File: src/rtl/uart_arb_pkg.sv
// rtl/uart_arb_pkg.sv - shared types and constants for the uart transmit arbiter
package uart_arb_pkg;

    typedef enum logic [2:0] {
        IDLE  = 3'd0,
        START = 3'd1,
        WAIT  = 3'd2,
        SEND  = 3'd3,
        DONE  = 3'd4,
        HOLD  = 3'd5
    } arb_state_t;

    localparam int DEFAULT_START_TIMEOUT = 1000;
    localparam int DEFAULT_HOLD_TIMEOUT  = 2_000_000;

    // Width of a requester index; a lone bit is still needed for two requesters.
    function automatic int grant_w(input int n);
        return (n > 2) ? $clog2(n) : 1;
    endfunction

endpackage

File: src/rtl/arb_pick.sv
// rtl/arb_pick.sv - combinational winner select, fixed priority or round-robin
//
// Ports:
//   req    in  N  request vector
//   ptr    in  W  round-robin pointer; search starts at ptr+1 when rr_en=1
//   rr_en  in  1  1 = round-robin search, 0 = lowest index wins
//   valid  out 1  some request is present
//   idx    out W  winning index
module arb_pick #(
    parameter int N = 3,
    parameter int W = 2
) (
    input  logic [N-1:0] req,
    input  logic [W-1:0] ptr,
    input  logic         rr_en,
    output logic         valid,
    output logic [W-1:0] idx
);

    always_comb begin
        int         cand;
        logic [W-1:0] cand_idx;
        cand     = 0;
        cand_idx = '0;
        valid    = 1'b0;
        idx      = '0;
        for (int k = 0; k < N; k++) begin
            cand     = rr_en ? ((int'(ptr) + 1 + k) % N) : k;
            cand_idx = W'(cand);
            if (!valid && req[cand_idx]) begin
                valid = 1'b1;
                idx   = cand_idx;
            end
        end
    end

endmodule

File: src/rtl/uart_tx_arbiter.sv
// rtl/uart_tx_arbiter.sv - shares one uart transmitter among N_REQ byte sources
//
// Build option: define UART_TX_RR_EN for round-robin idle arbitration
// (default is fixed priority, index 0 highest).
//
// Ports:
//   clk, reset_n        clock, synchronous active-low reset
//   req/last/byte_in    per-requester byte handshake (byte i at [8i+7:8i])
//   ack                 one-cycle pulse to the owner when its byte is done
//   transmit, tx_byte   to the uart
//   is_transmitting     from the uart
//   grant_id            current or last owner
//   busy                not idle
//   tx_timeout          pulses on each start retry
module uart_tx_arbiter
    import uart_arb_pkg::*;
#(
    parameter int N_REQ         = 3,
    parameter int START_TIMEOUT = DEFAULT_START_TIMEOUT,
    parameter int HOLD_TIMEOUT  = DEFAULT_HOLD_TIMEOUT
) (
    input  logic                        clk,
    input  logic                        reset_n,
    input  logic [N_REQ-1:0]            req,
    input  logic [N_REQ-1:0]            last,
    input  logic [8*N_REQ-1:0]          byte_in,
    output logic [N_REQ-1:0]            ack,
    output logic                        transmit,
    output logic [7:0]                  tx_byte,
    input  logic                        is_transmitting,
    output logic [grant_w(N_REQ)-1:0]   grant_id,
    output logic                        busy,
    output logic                        tx_timeout
);

    localparam int GW = grant_w(N_REQ);
    localparam logic [N_REQ-1:0] ONE = N_REQ'(1);

    arb_state_t    state;
    logic          last_q;
    logic          lock;
    logic [31:0]   wait_cnt;
    logic [31:0]   hold_cnt;
    logic [GW-1:0] rr_ptr;
    logic          rr_en;
    logic [N_REQ-1:0] pick_req;
    logic          pick_valid;
    logic [GW-1:0] pick_idx;

    // While a string is locked only the owner's request can win.
    assign pick_req = lock ? (req & (ONE << grant_id)) : req;

    arb_pick #(
        .N (N_REQ),
        .W (GW)
    ) u_pick (
        .req   (pick_req),
        .ptr   (rr_ptr),
        .rr_en (rr_en),
        .valid (pick_valid),
        .idx   (pick_idx)
    );

`ifdef UART_TX_RR_EN
    assign rr_en = 1'b1;

    // Pointer follows the owner of each completed string (last byte or hold expiry).
    always_ff @(posedge clk) begin
        if (!reset_n) begin
            rr_ptr <= '0;
        end else if ((state == DONE && last_q) ||
                     (state == HOLD && !pick_valid && hold_cnt == 32'(HOLD_TIMEOUT - 1))) begin
            rr_ptr <= grant_id;
        end
    end
`else
    assign rr_en  = 1'b0;
    assign rr_ptr = '0;
`endif

    assign busy = (state != IDLE);

    always_ff @(posedge clk) begin
        if (!reset_n) begin
            state      <= IDLE;
            transmit   <= 1'b0;
            tx_byte    <= 8'h00;
            ack        <= '0;
            grant_id   <= '0;
            tx_timeout <= 1'b0;
            last_q     <= 1'b0;
            lock       <= 1'b0;
            wait_cnt   <= '0;
            hold_cnt   <= '0;
        end else begin
            ack        <= '0;
            tx_timeout <= 1'b0;
            transmit   <= 1'b0;
            case (state)
                IDLE, HOLD: begin
                    if (pick_valid) begin
                        grant_id <= pick_idx;
                        tx_byte  <= byte_in[{pick_idx, 3'b000} +: 8];
                        last_q   <= last[pick_idx];
                        transmit <= 1'b1;
                        state    <= START;
                    end else if (state == HOLD) begin
                        if (hold_cnt == 32'(HOLD_TIMEOUT - 1)) begin
                            lock  <= 1'b0;
                            state <= IDLE;
                        end else begin
                            hold_cnt <= hold_cnt + 32'd1;
                        end
                    end
                end
                START: begin
                    wait_cnt <= '0;
                    state    <= WAIT;
                end
                WAIT: begin
                    if (is_transmitting) begin
                        state <= SEND;
                    end else if (wait_cnt == 32'(START_TIMEOUT - 1)) begin
                        // uart missed the start pulse: pulse it again
                        tx_timeout <= 1'b1;
                        transmit   <= 1'b1;
                        state      <= START;
                    end else begin
                        wait_cnt <= wait_cnt + 32'd1;
                    end
                end
                SEND: begin
                    if (!is_transmitting) begin
                        ack   <= ONE << grant_id;
                        state <= DONE;
                    end
                end
                DONE: begin
                    if (last_q) begin
                        lock  <= 1'b0;
                        state <= IDLE;
                    end else begin
                        lock     <= 1'b1;
                        hold_cnt <= '0;
                        state    <= HOLD;
                    end
                end
                default: state <= IDLE;
            endcase
        end
    end

endmodule

File: config.mk
export PLATFORM = sky130hd
export DESIGN_NAME = uart_tx_arbiter
export DESIGN_NICKNAME = d
export VERILOG_FILES = /design/src/rtl/uart_arb_pkg.sv /design/src/rtl/arb_pick.sv /design/src/rtl/uart_tx_arbiter.sv
export SDC_FILE = /design/constraint.sdc
export NUM_CORES = 1
export LEC_CHECK = 0
export BUFFER_PORTS_ARGS = -buffer_cell sky130_fd_sc_hd__buf_2
export CORE_UTILIZATION = 39
export CTS_CLUSTER_SIZE = 16
export DETAILED_ROUTE_END_ITERATION = 7
export PLACE_DENSITY = 0.65
export SLEW_MARGIN = 10
export SYNTH_ARGS = -nofsm -noshare
export SYNTH_HDL_FRONTEND = slang
export SYNTH_SLANG_ARGS = --single-unit
File: constraint.sdc
create_clock -name clk -period 2.8 [get_ports clk]
set_input_delay 0.28 -clock clk [delete_from_list [all_inputs] [get_ports clk]]
set_output_delay 0.28 -clock clk [all_outputs]
set_load 0.005 [all_outputs]
==> results of run 1 <==
power groups by stage:
| stage | Combinational, uW | Sequential (uW) | Clock (uW) |
|---|---|---|---|
| 4_1_cts | 304 | 1280 | 917 |
| 3_5_place_dp | 303 | 1300 | 0 |
| 2_1_floorplan | 198 | 1290 | 0 |
| 3_3_place_gp | 299 | 1300 | 0 |
| 5_1_grt | 335 | 1280 | 958 |
| 6_report | 304 | 1280 | 893 |
cell families after synthesis:
| family | count (synthesis) | share of synthesized area, % |
|---|---|---|
| XOR/XNOR | 14 | 2.80 |
| buffers and inverters | 39 | 3.94 |
| flip-flops | 84 | 38.3 |
| adder cells (fa/ha/maj) | 2 | 0.570 |
| AO/OA/AOI/OAI | 136 | 20.1 |
| AND/OR/NAND/NOR | 259 | 31.7 |
| multiplexers | 11 | 2.51 |
through the flow:
step                utilization [%]  cell area (um^2)
floorplan                         -              4390
global placement               43.8              4770
global route                   45.7              4970
finish                         45.7              4970
detailed placement             43.8              4770
CTS                            45.7              4970
worst paths after layout:
path / to / start / cells after the start / slack (ns)
hold / removal: tx_byte[5] / byte_in[21] / 3 / 0.20
setup reg to reg: wait_cnt[11] / wait_cnt[0] / 8 / 0.37
hold reg to reg: tx_byte[3] / tx_byte[3] / 2 / 0.47
setup / recovery: wait_cnt[11] / wait_cnt[0] / 8 / 0.37
worst max-delay path, delay by kind of cell (launching register included):
| family | cells | cell delay [ns] |
|---|---|---|
| buffers and inverters | 1 | 0.23 |
| adder cells (fa/ha/maj) | 1 | 0.19 |
| AND/OR/NAND/NOR | 3 | 0.71 |
| AO/OA/AOI/OAI | 3 | 0.80 |
| flip-flops | 1 | 0.42 |
cell type report:
type | instances | area, um^2 | share of cell area (%)
clock inverter | 3 | 45.0 | 0.906
clock buffer | 13 | 159 | 3.20
multi-input combinational | 422 | 2530 | 50.9
timing repair buffer | 62 | 345 | 6.95
sequential | 84 | 1680 | 33.8
inverter | 9 | 33.8 | 0.679
tap | 140 | 175 | 3.52
cell usage after synthesis, types with 10 or more instances:
library cell   n
clkbuf_1      16
or3_1         18
nor4_1        12
nor2_1        49
nor3_1        12
nand4_1       17
nand2_1       56
a21oi_1       39
o21ai_0       27
o22ai_1       10
dfxtp_1       84
mux2i_1       11
xnor2_1       10
a31oi_1       16
and3_1        12
nand3_1       30
a311oi_1      10
per-layer routing:
layer / vias up / routed length (um)
met5: - / 0
met4: 0 / 138
met3: 11 / 466
met2: 89 / 5290
met1: 2030 / 5140
li1: 2118 / -
state kept, by name (all words and copies together) (netlist names), 2 cells and up:
signal and count:
hold_cnt 32, wait_cnt 32, ack 3, grant_id 2, tx_byte 8, state 3
==> results.cfg, run 1 <==
[worst_setup_path]
arrival_ns = 2.72
path_cells = ha_1 > and2_1 > nand4b_1 > o31ai_2 > buf_4 > and2_0 > o21ai_0 > a21oi_1
required_ns = 3.09
cp-start-kind = flop
critical-path-slowest-cell = o31ai_2
critPathKind = reg -> reg
endpoint_kind = flop
path_max_fanout = 7
cpPeakStageDelay_ns = 0.50

[route]
wl_per_cell_um = 15.1
drc_errors = 0
dr.pass1.iters = 5
drt_iter0_markers = 260
vias = 4248
wl_um = 11000
vias_per_cell = 5.80
ant_nets = 0

[global_route]
grt.total_usage_pct = 19.7
grt_use_met2_pct = 33.1
grt_pass1_vias = 3984
overflow = 0
grt_max_degree = 22
grt_pass1_wl_um = 18500
met1_usage_pct = 24.8
antenna_found_initial = 0
top_usage_layer = met2
gr-usage-met3_pct = 3.68

[clock_tree]
cts_hold_buf = 0
cts_setup_buffers = 0
h-tree-depth = 3
clk_latency_ns = 0.37
clockBufferDepth = 2
cts_resized = 0
cts-root-buf = clkbuf_8
cts_buffers = 9
cts_tree = built
clk_pin_slew_ns = 0.08
cts_sinks = 84

[yosys]
synth_cells = 545
syn_avg_cell_area_um2 = 8.05
ys.flop_type = dfxtp_1
synth.area.top_cells = dfxtp_1 (38%), nand2_1 (4.8%), a21oi_1 (4.4%), nor2_1 (4.2%), nand3_1 (3.4%)
async_flop_share_pct = 0
synth_top_area_share_pct = 38.3
yosys_warnings = 0
ys_seq_area_share_pct = 38.3
synth.cell_area_mm2 = 0.00439
synth_seq_cells = 84
syn-num-nets = 580
synth_area_leader_cell = dfxtp_1
ys_types = 67
synth_edf_count = 0

[cells_and_area]
finalNonFillerCells = 733
drive_gt1_share_pct = 15.3
final_common_cell = dfxtp_1
nFillCells = 1092
mostFrequentLayoutCells = dfxtp_1 (84), nand2_1 (56), nor2_1 (49)
diodes = 0
nets = 623
area_growth_pct = 13.3

[timing]
final-setup-viol-count = 0
relSlewSlack_pct = 51.6
rsz0062_at_grt = false
setup_slack_ns = 0.373
drv_slew = 0
fin_crit_sh_pct = 86.7
fin_crit_ns = 2.43
fmax_mhz = 412
holdWs_ns = 0.199
tightest_slew_ns = 0.726
setup_tns_ns = 0
hold_viol_final = 0
skew_ns = 0.00794

[power]
pwr-share-clk_pct = 36.1
p_sw_uw = 661
ir_drop_uv = 263
power_density_mw_per_mm2 = 498
pwr-share-seq_pct = 51.6
intPower_uw = 1810
pwr-share-comb_pct = 12.3
power.leakage_uw = 0.00173
power_uw = 2470
swShare_pct = 26.7

[placed_design]
gp_congestion = 0.853
port_buffers = 48
dpl.hpwl_um = 7830
dp_slack_ns = 0.414
dp_cells = 717

[floorplanning]
start_util_pct = 40.3
rows = 38
num_io_pins = 49
core_mm2 = 0.0109
die-area_mm2 = 0.0117
dieWidth_um = 108
die_y_um = 108

[outcome]
outcome = finished clean

[job]
maxCapViolCount = 0

[worst_hold_path]
hold_class = in -> reg
(Power assumes the default switching activity.)
==> inputs of run 2 (changes only) <==
Settings changed: CORE_MARGIN set to 3.
==> run 2 against run 1 <==
Wire length rose by 1.3%. Critical path depth fell by 1. Core utilization rose by 1.0 points. Largest cell class unchanged. Clock skew barely moved. Final area rose by 2.7%. First-iteration DRC count rose by 23%.
==> results.cfg, run 2 (synthesis gave the netlist of run 1 again) <==
[outcome]
outcome = finished clean

[cells_and_area]
nFillCells = 1058
diodes = 0
final_common_cell = dfxtp_1
nets = 623
top_regs = hold_cnt (32), wait_cnt (32), tx_byte (8)
mostFrequentLayoutCells = dfxtp_1 (84), nand2_1 (56), nor2_1 (49)
area_growth_pct = 16.4
finalNonFillerCells = 732
drive_gt1_share_pct = 15.5

[worst_setup_path]
path_cells = nand2b_1 > a31oi_1 > a211oi_2 > nand2_1 > buf_4 > or3_1 > a31oi_1
critical-path-slowest-cell = dfxtp_1
cp_common_cell = a31oi_1
required_ns = 3.05
r2r_slack_ns = 0.31
arrival_ns = 2.74
cpPeakStageDelay_ns = 0.44
cp.depth = 7
timing.critical_path.buf_inv = 1
endpoint_kind = flop
cp-start-kind = flop
r2r_start = grant_id[0]
path_max_fanout = 15
critPathKind = reg -> reg
rr_worst_depth = 7
reg2reg_to = hold_cnt[30]
crit_family = simple AND/OR/NAND/NOR gates

[power]
swShare_pct = 23.5
power_density_mw_per_mm2 = 575
pwr-share-clk_pct = 45.9
pwr-share-comb_pct = 10.6
power.leakage_uw = 0.00180
intPower_uw = 2250
ir_drop_uv = 412
pwr-share-seq_pct = 43.5
p_sw_uw = 689

[clock_tree]
cts-root-buf = clkbuf_16
clk_latency_ns = 0.33
cts_hold_buf = 0
cts_setup_buffers = 0
h-tree-depth = 3
cts_buffers = 9
clockBufferDepth = 2
cts_tree = built
clk_pin_slew_ns = 0.06
cts_sinks = 84
cts_resized = 0

[floorplanning]
dieWidth_um = 112
die-area_mm2 = 0.0126
rows = 38
core_mm2 = 0.0109
start_util_pct = 40.1
num_io_pins = 49
die_y_um = 112

[global_route]
grt_pass1_vias = 3897
grt_max_degree = 23
antenna_found_initial = 0
grt_pass1_wl_um = 18400
overflow = 0
grt.total_usage_pct = 17.3

[route]
drc_errors = 0
wl_per_cell_um = 15.3
dr.pass1.iters = 5
ant_nets = 0
wl_um = 11200
drt_iter0_markers = 320
vias = 4255
vias_per_cell = 5.81

[timing]
setup_slack_ns = 0.305
tightest_slew_ns = 0.552
skew_ns = 0.00815
drv_slew = 0
hold_viol_final = 0
fmax_mhz = 401
final-setup-viol-count = 0
rsz0062_at_grt = false
fin_crit_ns = 2.49
holdWs_ns = 0.221
fin_crit_sh_pct = 89.1
setup_tns_ns = 0
relSlewSlack_pct = 63.1

[placed_design]
dpl.hpwl_um = 7990
gp_congestion = 0.856
port_buffers = 48
dp_cells = 717
dp_slack_ns = 0.341

[worst_hold_path]
holdCritStartpoint = byte_in[21]
hold_class = in -> reg
holdPathEnd = tx_byte[5]
holdPathStages = 3

[job]
maxCapViolCount = 0
## run 2: cell count changes in the layout (fill, tap and decap cells not counted), sizes merged
cell      delta
clkbuf       -3
clkinvlp     -2
bufinv       +2
clkinv       +2
## run 2: worst reg2reg max path, cell delays in order, from the launching register on
cell,delay (ns)
dfxtp_1,0.44
nand2b_1,0.14
a31oi_1,0.12
a211oi_2,0.44
nand2_1,0.42
buf_4,0.32
or3_1,0.36
a31oi_1,0.18
## run 2: final cells by class
cell class	count	area (um^2)	share of cell area, %
well taps	140	175	3.43
clock buffers	10	239	4.68
flip-flops and latches	84	1680	32.9
repair buffers	62	345	6.76
multi-input cells	422	2530	49.6
inverters	9	33.8	0.661
clock inverters	5	100	1.96
## run 2: through the flow
stage	utilization, %	total power, uW	cell area [um^2]
6_report	46.7	2940	5110
3_5_place_dp	43.6	1610	4770
5_1_grt	46.7	3050	5110
2_1_floorplan	-	1480	4390
3_3_place_gp	43.6	1600	4770
4_1_cts	46.7	2960	5110
## run 2: power groups by stage
stage               combinational (uW)  clock (uW)  sequential (uW)
finish                             311        1350             1280
global route                       343        1420             1280
CTS                                310        1370             1280
detailed placement                 309           0             1300
global placement                   305           0             1300
floorplan                          198           0             1290
## run 2: how the worst max path moves through the flow
stage | endpoint | slack [ns] | from
finish | hold_cnt[30] | 0.31 | grant_id[0]
CTS | hold_cnt[30] | 0.33 | grant_id[1]
detailed placement | hold_cnt[30] | 0.34 | grant_id[1]
floorplan | wait_cnt[29] | 0.76 | wait_cnt[0]
global placement | hold_cnt[30] | 0.47 | req[0]
global route | hold_cnt[30] | 0.11 | grant_id[1]
## run 2: layer usage
metal | vias to the layer above | track usage, % | part of all wire, % | wire length [um]
met1 | 2046 | 23.7 | 49 | 5430
met5 | - | 0 | 0 | 0
met2 | 74 | 27.7 | 47 | 5230
met3 | 14 | 3.18 | 3.3 | 371
met4 | 0 | 5.53 | 1.3 | 148
li1 | 2121 | - | - | -
